File: src/rtl/cla_seq_ctrl.sv
// Nibble-serial add/subtract sequencer wrapped around one 4-bit carry-lookahead slice.
// The carry-out of each nibble is registered and becomes the carry-in of the next nibble.

module cla4 (
  input  logic [3:0] a,
  input  logic [3:0] b,
  input  logic       cin,
  output logic [3:0] s,
  output logic       co3,
  output logic       co4
);
  logic [3:0] g, p;
  logic       c1, c2;

  assign g = a & b;
  assign p = a ^ b;

  // Every carry is a flat sum-of-products of g, p and cin; none depends on another carry.
  assign c1  = g[0] | (p[0] & cin);
  assign c2  = g[1] | (p[1] & g[0]) | (p[1] & p[0] & cin);
  assign co3 = g[2] | (p[2] & g[1]) | (p[2] & p[1] & g[0]) | (p[2] & p[1] & p[0] & cin);
  assign co4 = g[3] | (p[3] & g[2]) | (p[3] & p[2] & g[1]) | (p[3] & p[2] & p[1] & g[0])
             | (p[3] & p[2] & p[1] & p[0] & cin);
  assign s   = p ^ {co3, c2, c1, cin};
endmodule

module cla_seq_ctrl #(
  parameter int NIBBLES = 4
) (
  input  logic                 clk,
  input  logic                 rst_n,
  input  logic                 start,
  input  logic                 sub,
  input  logic [4*NIBBLES-1:0] a,
  input  logic [4*NIBBLES-1:0] b,
  output logic                 busy,
  output logic                 done,
  output logic [4*NIBBLES-1:0] sum,
  output logic                 cout,
  output logic                 ovf
);
  localparam int W  = 4 * NIBBLES;
  localparam int KW = (NIBBLES > 1) ? $clog2(NIBBLES) : 1;

  typedef enum logic [1:0] {IDLE, RUN, DONE} st_t;

  st_t           state, nstate;
  logic [W-1:0]  a_r, b_r, working, work_nxt;
  logic          sub_r, carry;
  logic [KW-1:0] k;
  logic          accept, last;
  logic [3:0]    bk, s;
  logic          c3, c4;

  assign accept = start && (state == IDLE || state == DONE);
  assign last   = (k == KW'(NIBBLES - 1));
  assign bk     = b_r[4*k +: 4] ^ {4{sub_r}};

  cla4 u_cla (
    .a   (a_r[4*k +: 4]),
    .b   (bk),
    .cin (carry),
    .s   (s),
    .co3 (c3),
    .co4 (c4)
  );

  // Final sum must include the nibble being computed on the last RUN cycle.
  always_comb begin
    work_nxt          = working;
    work_nxt[4*k +: 4] = s;
  end

  always_ff @(posedge clk) begin
    if (!rst_n) state <= IDLE;
    else        state <= nstate;
  end

  always_comb begin
    nstate = state;
    case (state)
      IDLE:    nstate = start ? RUN : IDLE;
      RUN:     nstate = last ? DONE : RUN;
      DONE:    nstate = start ? RUN : IDLE;
      default: nstate = IDLE;
    endcase
  end

  always_comb begin
    busy = (state == RUN);
    done = (state == DONE);
  end

  always_ff @(posedge clk) begin
    if (!rst_n) begin
      a_r     <= '0;
      b_r     <= '0;
      sub_r   <= 1'b0;
      carry   <= 1'b0;
      k       <= '0;
      working <= '0;
      sum     <= '0;
      cout    <= 1'b0;
      ovf     <= 1'b0;
    end else if (accept) begin
      a_r     <= a;
      b_r     <= b;
      sub_r   <= sub;
      carry   <= sub;
      k       <= '0;
      working <= '0;
    end else if (state == RUN) begin
      working <= work_nxt;
      carry   <= c4;
      if (last) begin
        sum  <= work_nxt;
        cout <= c4;
        ovf  <= c3 ^ c4;
      end else begin
        k <= k + 1'b1;
      end
    end
  end
endmodule
File: config.mk
export PLATFORM = sky130hd
export DESIGN_NAME = cla_seq_ctrl
export DESIGN_NICKNAME = d
export VERILOG_FILES = /design/src/rtl/cla_seq_ctrl.sv
export SDC_FILE = /design/constraint.sdc
export NUM_CORES = 1
export LEC_CHECK = 0
export CAP_MARGIN = 20
export CORE_UTILIZATION = 57
export CTS_CLUSTER_SIZE = 10
export DETAILED_ROUTE_END_ITERATION = 8
export GPL_TIMING_DRIVEN = 0
export PLACE_DENSITY = 0.85
export SYNTH_ARGS = -nofsm -noshare
export SYNTH_HDL_FRONTEND = slang
export SYNTH_SLANG_ARGS = --single-unit
File: constraint.sdc
create_clock -name clk -period 7.2 [get_ports clk]
set_input_delay 2.16 -clock clk [delete_from_list [all_inputs] [get_ports clk]]
set_output_delay 2.16 -clock clk [all_outputs]
set_load 0.05 [all_outputs]
[After elaboration in Yosys (flattened, before gate mapping)]
Cells that the tools add are included.
Storage, ports and cells
  register bits: 72
  latch bits: 0
  bits in writable memories: 0
  memory bits (read-only): 0
  bits of input ports: 36
  output and inout bits: 20
  logic and storage cells: 67
  memories kept: 0
Cells by class
  add/subtract/negate cells: 2
  $mul: 0
  divide/modulo/power cells: 0
  $lt $le $gt $ge: 0
  eq/ne operators: 3
  shift-type cells: 4
  multiplexer cells: 6
  bitwise gates (word level): 34
  reduce and logical (&&, ||, !) cells: 8
Operators with widths (number)
  4-bit negation with 34-bit output: 1
  4-bit by 34-bit variable shift with 16-bit output, first input constant: 1
  4-bit by 34-bit variable part select with 16-bit output: 1
  16-bit by 5-bit variable part select with 4-bit output: 2
  1-bit bitwise AND: 16
  16-bit bitwise mux: 1
  4-bit XOR: 3
  1-bit bitwise OR: 10
  4-bit bitwise AND: 1
  2-bit == test, second input constant: 2
  2-bit one-hot mux with 2 select lines: 1
  2-bit OR reduction: 2
  1-bit two-way mux: 3
  1-bit NOT: 3
  3-bit AND reduction: 1
  2-bit by 1-bit adder with 2-bit output, second input constant: 1
  2-bit by 1-bit == test with 1-bit output, second input constant: 1
  2-bit logical NOT: 1
  2-bit two-way mux: 1
  2-bit AND reduction: 1
  2-bit nonzero test: 1
  1-bit logical AND: 1
  1-bit logical OR: 1
  1-bit XOR: 1

[Depth between registers and ports, before layout]
Gate-level depths: netlist of run 1.
  word-level depth: 10
  gate-level depth with buffers: 10
  gate-level depth less buffers: 8

[Modules after synthesis]
From an unflattened synthesis of run 1, not the netlist that was laid out.
Second synthesis, totals
  cell total of the unflattened synthesis: 366
  area total of the unflattened synthesis: 3314.4 µm²
Modules (own cells, without submodules)
  cla_seq_ctrl: times used 1, cells each 348, area an instance 3159.3 µm², sequential area each 1441.4 µm²
  cla4: times used 1, cells each 18, area an instance 155.1 µm², sequential area each 0.0 µm²

[Worst setup path after synthesis of run 1]
OpenSTA, ideal clock, no wires.
  path type: reg2out
  from: register state[1]
  to: output busy
  arrival: 1.117 ns
  slack: 3.923 ns
  cell stages (with the launch flop): 6
  path buffers: 3
  cells stage by stage: dfxtp_1 nand2b_1 buf_2 inv_2 buf_2 buf_2
Between the ends
  word-level cells in the longest chain between the ends: 1
Ends and longest elaborated chain
  start, declared: line 47  | st_t state, nstate;
  start signal, assigned: line 76  | else state <= nstate;
  2-bit by 1-bit == test with 1-bit output: line 90  | busy = (state == RUN);
  end, declared: line 36  | output logic busy,
No other way between the ends.

[Worst setup path after layout of run 1]
Same ends and word-level chain as after synthesis.

==> results of run 1 <==
-- layout make-up --
cell class,instances,area share (%)
Buffer,28,3.01
Clock buffer,11,3.61
Clock inverter,5,2.45
Inverter,13,1.16
Multi-Input combinational cell,273,40.1
Sequential cell,72,34.4
Tap cell,72,2.15
Timing Repair Buffer,55,13.1
-- synthesized netlist by cell type, types with 5 or more instances --
cell type,count
buf_2,5
dfxtp_1,72
nand2_1,77
a21oi_1,50
ha_1,11
a22oi_1,7
nor2_1,31
a221oi_1,8
nor3_1,5
a211oi_1,9
o22ai_1,7
mux4_2,8
clkbuf_1,17
o21ai_0,8
inv_1,12
-- worst max-delay path, delay by kind of cell, from the launching register on --
family        cells  cell delay, ns
buf+inv           5            1.62
flops             1            0.32
simple gates      1            0.13
-- power breakdown --
group,total (mW),internal [mW],switching (mW)
Clock,0.403,0.249,0.155
Combinational,0.145,0.0603,0.0845
Sequential,0.422,0.413,0.00898
Total,0.970,0.722,0.248
-- cell families after synthesis --
| kind of cell | count (synthesis) |
|---|---|
| XOR/XNOR | 7 |
| adder cells (fa/ha/maj) | 12 |
| buffers and inverters | 41 |
| AO/OA/AOI/OAI | 95 |
| AND/OR/NAND/NOR | 150 |
| flip-flops | 72 |
| multiplexers | 9 |
-- worst paths after layout --
kind	startpoint	end	slack [ns]	cells past startpoint
worst max register to register	k[1]	working[3]	3.93	8
worst min register to register	b_r[10]	b_r[10]	0.46	2
worst max-delay path	state[1]	busy	2.62	6
worst min-delay path	b_r[10]	b_r[10]	0.46	2
-- layout by cell type (no fill, tap or decap), types with 5 or more instances in the layout --
cell | synthesis | layout
clkbuf_8 | 0 | 11
nor2_1 | 31 | 31
a211oi_1 | 9 | 9
buf_2 | 5 | 5
nor3_1 | 5 | 5
ha_1 | 11 | 11
nand2_1 | 77 | 77
o21ai_0 | 8 | 8
clkdlybuf4s50_1 | 0 | 55
o22ai_1 | 7 | 7
a22oi_1 | 7 | 7
inv_1 | 12 | 12
mux4_2 | 8 | 8
clkbuf_1 | 17 | 17
a21oi_1 | 50 | 50
a221oi_1 | 8 | 8
dfxtp_1 | 72 | 72
-- metal layers --
metal / track usage [%] / vias to the layer above / routed length [um]
li1: - / 1486 / -
met1: 33.5 / 1428 / 3290
met2: 53.1 / 123 / 4190
met3: 5.00 / 33 / 467
met4: 14.6 / 0 / 289
met5: 0 / - / 0
-- sequential cells by signal, summed over array words and instances (netlist names) --
| name | count |
|---|---|
| a_r | 16 |
| b_r | 16 |
| carry | 1 |
| cout | 1 |
| k | 2 |
| ovf | 1 |
| state | 2 |
| sub_r | 1 |
| sum | 16 |
| working | 16 |
-- through the flow --
| stage | power, mW | setup slack [ns] | util, % | std cells | hold WS [ns] |
|---|---|---|---|---|---|
| floorplan | 0.522 | 3.92 | - | 386 | 0.433 |
| global placement | 0.568 | 3.04 | 71.1 | 513 | 0.440 |
| detailed placement | 0.571 | 3.04 | 71.1 | 513 | 0.447 |
| CTS | 0.966 | 2.66 | 75.7 | 529 | 0.460 |
| global route | 1.00 | 2.54 | 75.7 | 529 | 0.481 |
| finish | 0.970 | 2.62 | 75.7 | 529 | 0.457 |
==> flow_metrics.env, run 1 <==
export IMPL_slew_violations=0
export IMPL_ctsRootBufferMaster="clkbuf_8"
export IMPL_synthMuxAreaShare_pct=5.77
export IMPL_synth_simple_area_share_pct=21.4
export IMPL_core_area_sq_mm=0.00554
export IMPL_finalCritPeriodShare_pct=63.6
export IMPL_final_area_sq_mm=0.00419
export IMPL_endpoint_kind="primary output"
export IMPL_path_clk_slew_ns=0.08
export IMPL_synthAdderAreaFrac_pct=4.78
export IMPL_n_fill_cell=421
export IMPL_p_per_area_mw_per_mm2=231
export IMPL_clock_skew_ns=0.0109
export IMPL_seq_area_frac_synth_pct=43.7
export IMPL_fmax_mhz=218
export IMPL_register_area_sq_mm=0.00144
export IMPL_grt_pass1_wl_mm=13.8
export IMPL_p_leak_nw=1.50
export IMPL_port_buffers=55
export IMPL_worstMarginPinSlew_ns=0.788
export IMPL_cp_start_kind="flop"
export IMPL_grt_max_degree=13
export IMPL_die_w_um=78.1
export IMPL_vias=3070
export IMPL_cts_buffers=9
export IMPL_routed_wl_mm=8.23
export IMPL_grt_pass1_vias=3005
export IMPL_wl_per_cell_um=15.6
export IMPL_yosysTopAreaCell="dfxtp_1"
export IMPL_synthFlopType="dfxtp_1"
export IMPL_slew_headroom_pct=47.1
export IMPL_crit_slowest_cell="clkdlybuf4s50_1"
export IMPL_die_area_sq_mm=0.00609
export IMPL_ys_seq_elements=72
export IMPL_num_nets_final=500
export IMPL_placed_area_sq_mm=0.00394
export IMPL_max_cap_violations=0
export IMPL_clockBufferDepth=2
export IMPL_syn_to_final_growth_pct=27.1
export IMPL_synth_xor_area_share_pct=1.86
export IMPL_cp_arrival_ns=2.42
export IMPL_ys_types=42
export IMPL_fin_setup_tns_ns=0
export IMPL_grt_usage_pct=29.5
export IMPL_detail_route_first_pass_iterations=4
export IMPL_setup_viol=0
export IMPL_synth_area_leaders="dfxtp_1, nand2_1, a21oi_1"
export IMPL_cp_max_fo=10
export IMPL_crit_chain="nand2b_1 > buf_2 > inv_2 > buf_2 > buf_2 > clkdlybuf4s50_1"
export IMPL_rsz0062_at_grt="no"
export IMPL_outcome="finished, final reports clean"
export IMPL_synth_compound_area_share_pct=17.2
export IMPL_synth_enable_flop_cells=0
export IMPL_avgSynthCellArea_sq_um=8.54
export IMPL_cts_hold_buffers_added=0
export IMPL_antenna_found_initial=0
export IMPL_synth_top_area_share_pct=43.7
export IMPL_finalHoldViolations=0
export IMPL_period_minus_slack_ns=4.58
export IMPL_drive_gt1_share_pct=8.10
export IMPL_drtIter0Drc=221
export IMPL_avgViaCountPerCell=5.80
export IMPL_drc=0
export IMPL_syn_instance_count=386
export IMPL_cts_resized=0
export IMPL_detailed_place_hpwl_mm=5.85
export IMPL_ant_nets=0
export IMPL_rows=27
export IMPL_htreeDepth=3
export IMPL_synth_top_family_by_area="simple AND/OR/NAND/NOR gates"
export IMPL_synthArstFlopShare_pct=0
export IMPL_path_class="reg -> out"
export IMPL_gp_congestion=0.955
export IMPL_num_io_pins=56
export IMPL_hold_path_class="reg -> reg"
export IMPL_die_h_um=78.1
export IMPL_critical_path_required_ns=5.04
export IMPL_cts_setup_buffers=0
export IMPL_grt_overflow=0
export IMPL_irDropWorstVdd_v=0.000230
export IMPL_max_stage_delay_ns=0.84
export IMPL_start_util_pct=59.5
export IMPL_cts_sinks=72
export IMPL_clk_latency_ns=0.35
export IMPL_diodes=0
export IMPL_syn_cell_area_sq_mm=0.00330
export IMPL_synth_warnings=0
export IMPL_multi_input_area_sq_mm=0.00168
export IMPL_synth_fp_nets=434
export IMPL_cts_tree="yes"
export IMPL_timing_critical_path_mode_cell="buf_2"
Power figures use the tool's default switching activity.
==> inputs of run 2 (changes only) <==
CORE_UTILIZATION = 48   (was 57)
PLACE_DENSITY = 0.76   (was 0.85)
clock period = 4.1 ns   (was 7.2 ns; I/O delays follow)
==> flow_metrics.env, run 2 (synthesis results as in run 1) <==
export IMPL_outcome="finished, final reports clean"
export IMPL_vias=2966
export IMPL_path_class="reg -> out"
export IMPL_rsz0062_at_grt="no"
export IMPL_min_from="b_r[0]"
export IMPL_cts_hold_buffers_added=0
export IMPL_cts_resized=0
export IMPL_core_area_sq_mm=0.00649
export IMPL_cts_buffers=9
export IMPL_drive_gt1_share_pct=7.88
export IMPL_grt_max_degree=14
export IMPL_detailed_place_hpwl_mm=5.95
export IMPL_cts_setup_buffers=0
export IMPL_drtIter0Drc=181
export IMPL_routed_wl_mm=8.06
export IMPL_clock_skew_ns=0.00721
export IMPL_whs_path_depth=2
export IMPL_finalHoldViolations=0
export IMPL_grt_pass1_vias=2942
export IMPL_die_w_um=84.9
export IMPL_critical_path_required_ns=2.87
export IMPL_layout_setup_ws_ns=0.490
export IMPL_cts_tree="yes"
export IMPL_start_util_pct=50.8
export IMPL_hold_path_class="reg -> reg"
export IMPL_p_leak_nw=1.48
export IMPL_num_io_pins=56
export IMPL_die_area_sq_mm=0.00721
export IMPL_fmax_mhz=277
export IMPL_wl_per_cell_um=15.1
export IMPL_cp_arrival_ns=2.38
export IMPL_port_buffers=55
export IMPL_die_h_um=84.9
export IMPL_grt_overflow=0
export IMPL_setup_viol=0
export IMPL_r2r_start="k[1]"
export IMPL_holdPathEnd="b_r[0]"
export IMPL_syn_to_final_growth_pct=26.3
export IMPL_irDropWorstVdd_v=0.000213
export IMPL_fin_setup_tns_ns=0
export IMPL_cp_max_fo=10
export IMPL_slew_violations=0
export IMPL_cp_start_kind="flop"
export IMPL_clk_latency_ns=0.35
export IMPL_final_common_cell="nand2_1"
export IMPL_ant_nets=0
export IMPL_final_cell_mix="nand2_1, dfxtp_1, clkdlybuf4s50_1"
export IMPL_grt_usage_pct=24.4
export IMPL_antenna_found_initial=0
export IMPL_worstMarginPinSlew_ns=0.806
export IMPL_rrSetupSlack_ns=0.81
export IMPL_period_minus_slack_ns=3.61
export IMPL_cts_sinks=72
export IMPL_grt_pass1_wl_mm=13.7
export IMPL_rows=29
export IMPL_path_clk_slew_ns=0.08
export IMPL_num_nets_final=500
export IMPL_detail_route_first_pass_iterations=6
export IMPL_slew_headroom_pct=45.9
export IMPL_finalCritPeriodShare_pct=88.0
export IMPL_clockBufferDepth=2
export IMPL_ctsRootBufferMaster="clkbuf_8"
export IMPL_preCtsSetupSlack_ns=0.872
export IMPL_diodes=0
export IMPL_p_per_area_mw_per_mm2=389
export IMPL_whs_ns=0.458
export IMPL_htreeDepth=3
export IMPL_worstRegToRegCells=8
export IMPL_r2r_end="working[11]"
export IMPL_endpoint_kind="primary output"
export IMPL_drc=0
export IMPL_max_cap_violations=0
export IMPL_avgViaCountPerCell=5.55
export IMPL_gp_congestion=0.874
## run 2: cell count changes in the layout (fill, tap and decap cells not counted)
cell        before  now
clkinv_4         0    1
inv_6            0    1
clkinvlp_4       1    2
clkbuf_1        17   18
clkbuf_8        11    9
bufinv_16        3    2
clkinv_2         1    0
## run 2: critical path, stage by stage (launching register included)
cell	delay (ns)
dfxtp_1	0.39
nand2b_1	0.06
buf_2	0.18
inv_2	0.06
buf_2	0.21
buf_2	0.27
clkdlybuf4s50_1	0.84
## run 2: area by class of cell
class	instances	area [sq um]
inverters	13	48.8
well taps	77	96.3
clock inverters	6	92.6
fillers	571	2330
repair buffers	55	551
flip-flops and latches	72	1440
clock buffers	10	128
plain buffers	28	126
multi-input cells	273	1680
## run 2: power breakdown
group / total (mW) / internal, mW / leakage [nW] / switching, mW
Combinational: 0.253 / 0.106 / 0.792 / 0.147
Sequential: 0.741 / 0.725 / 0.586 / 0.0155
Clock: 0.627 / 0.346 / 0.103 / 0.281
## run 2: how the worst max path moves through the flow
stage,slack [ns],start,cells after the start,to
finish,0.49,state[0],6,busy
floorplan,1.33,k[0],10,working[2]
CTS,0.49,state[0],6,busy
global placement,0.88,state[0],6,busy
global route,0.36,state[0],6,busy
detailed placement,0.87,state[0],6,busy
## run 2: layer usage
metal	wire length, um	GRT usage, %
met1	3460	29.8
met2	4120	41.7
met3	308	4.38
met4	178	12.2
met5	0	0
## run 2: through the flow
stage	util (%)	std cells	power (mW)	instance area, sq um
6_report	64.1	534	1.62	4170
5_1_grt	64.1	534	1.69	4170
4_1_cts	64.1	534	1.62	4170
3_5_place_dp	60.7	518	1.01	3950
3_3_place_gp	60.7	518	1.00	3950
2_1_floorplan	-	386	0.916	3300
==> variant, RTL diff (settings of run 2) <==
Re-encode `st_t` (3 values) as one-hot, 3 bits wide.
--- a/src/rtl/cla_seq_ctrl.sv
+++ b/src/rtl/cla_seq_ctrl.sv
@@ -44,3 +44,3 @@
 
-  typedef enum logic [1:0] {IDLE, RUN, DONE} st_t;
+  typedef enum logic [2:0] {IDLE = 3'b001, RUN = 3'b010, DONE = 3'b100} st_t;
 
Check against the original RTL: no difference found for any inputs over 10 cycles, from zero or initial values and one cycle with rst_n low; not proved beyond that.
==> variant against run 2 <==
Total power is 1.5% lower. Sequential cell count rose by 1. Setup slack better by 0.12 ns. Routed wire length increased by 4.7%. Hold slack got worse by 0.0056 ns. Count of clock-buffer cells in the layout grew 1. Final area up 3.4%. Critical path depth decreased by 1. Sequential share of layout area decreased by 0.68 points. Sequential power up 0.7%. Synthesized area grew 3.6%.
==> variant: results (changes against run 2) <==
Worst setup path
  • R2R Path Start: k[0]
  • FF-to-FF setup slack: 1.01 ns (+0.20 ns)
  • CP Launch Point: state[1]
  • CP Launch Type: register
  • CP max stage delay: 0.80 ns (-0.04 ns)
  • Crit path DAT: 2.26 ns (-0.12 ns)
  • Crit path max fanout: 10 (unchanged)
  • Slowest-stage cell, CP: clkdlybuf4s50_1
  • R2r endpoint: sum[13]

Synthesis
  • XOR/XNOR share of the synthesized area: 2.27% (+0.41 points)
  • Synth Area in Compound Gates: 17.6% (+0.38 points)
  • Synth area leaders: dfxtp_1 (43%), nand2_1 (8.3%), a21oi_1 (6.9%)
  • Multiplexer share of the synthesized area: 5.78% (+0.017 points)
  • Post-synth net total: 425 (-2.1%)
  • Cell variety after synth: 60 (+43%)
  • Synth top cells by count: nand2_1 (76), dfxtp_1 (73), a21oi_1 (47), nor2_1 (27), inv_1 (12)
  • Sequential fraction of the synthesis area: 42.8% (-0.95 points)
  • Adder-Cell Fraction of Synth Area: 4.61% (-0.17 points)

Hold path
  • Hold WC Path Type: reg2reg

Clocking
  • Htree depth: 3 (unchanged)
  • CTS Root Cell: clkbuf_8
  • Longest Clk Path Bufs: 2 (unchanged)

Place
  • Hpwl dp: 5990 µm (+0.57%)
  • Port bufs: 54 (-1.8%)
  • Final GP Congestion: 0.856 (-2.1%)

Cells and area
  • Nets@finish: 490 (-2.0%)
  • Fill count: 605 (+6.0%)
  • Layout cells sized above 1: 12.8% (+4.9 points)

Routing
  • DRT Wirelength: 8440 µm (+4.7%)
  • Total number of vias: 2963 (-0.10%)
  • Drt pass-1 iters: 4 (-2)
  • Initial DRC Count: 231 (+28%)

STA
  • Slew headroom: 46.2% (+0.30 points)
  • Clock Skews: 0.00998 ns (+0.00277 ns)

Power
  • VDD IR max: 0.199 mV (-6.6%)
  • Power Combinational: 212 µW (-16%)
  • P_clk: 638 µW (+2%)
  • Sw Pwr: 398 µW (-10%)
  • Static Leak: 0.00164 µW (+11%)
  • P_seq: 746 µW (+0.7%)

Global route
  • Initial antenna violation count: 0 (unchanged)
  • Vias in the first global route: 2726 (-7.3%)
  • First-pass GRT wire length: 13400 µm (-2.1%)
  • Total track usage: 24.0% (-0.41 points)
  • Largest net degree at the start of global routing: 13 (-1)

Outcome
  • Run status: finished clean

Floorplanning
  • Core Box Area: 6830 µm² (+5.2%)
variant: cell types whose count changed in the layout (fill, tap and decap cells not counted), moves of 4 or more:
cell / before / now
nor4_1: 4 / 0
o32ai_1: 0 / 4
and2_1: 4 / 0
a211oi_1: 9 / 3
clkbuf_1: 18 / 8
buf_2: 5 / 11
o22ai_1: 7 / 1
a22oi_1: 7 / 3
a221oi_1: 8 / 3
nor2_1: 31 / 27
variant: worst min-delay path by stage:
stage	start	slack [ns]	depth (start not counted)	to
after floorplan	a_r[4]	0.43	2	a_r[4]
after global placement	a_r[4]	0.44	2	a_r[4]
after detailed placement	a_r[4]	0.44	2	a_r[4]
after CTS	a_r[4]	0.45	2	a_r[4]
after global routing	b_r[8]	0.48	2	b_r[8]
final	a_r[6]	0.45	2	a_r[6]
variant: cell type report:
cell class	count	area (µm²)	share of cell area, %
flip-flops and latches	73	1460	33.9
inverters	14	65.1	1.51
well taps	96	120	2.79
repair buffers	54	541	12.5
clock inverters	5	77.6	1.80
clock buffers	11	151	3.51
multi-input cells	265	1730	40.2
plain buffers	25	159	3.69
variant: metrics by stage:
step           instance area (µm²)  utilization [%]  instances  hold slack [ns]  setup WS (ns)
2_1_floorplan                 3420                -        377            0.432           1.36
3_3_place_gp                  4080             59.7        527            0.438          0.991
3_5_place_dp                  4080             59.7        527            0.444          0.978
4_1_cts                       4310             63.1        543            0.453          0.590
5_1_grt                       4310             63.1        543            0.476          0.538
6_report                      4310             63.1        543            0.452          0.610
variant: layer usage:
metal	vias to the layer above	GRT usage [%]	share of wire, %
met5	-	0	0
met4	0	11.8	1.6
met3	12	4.67	6.4
met2	105	38.4	48
met1	1386	31.2	44
li1	1460	-	-
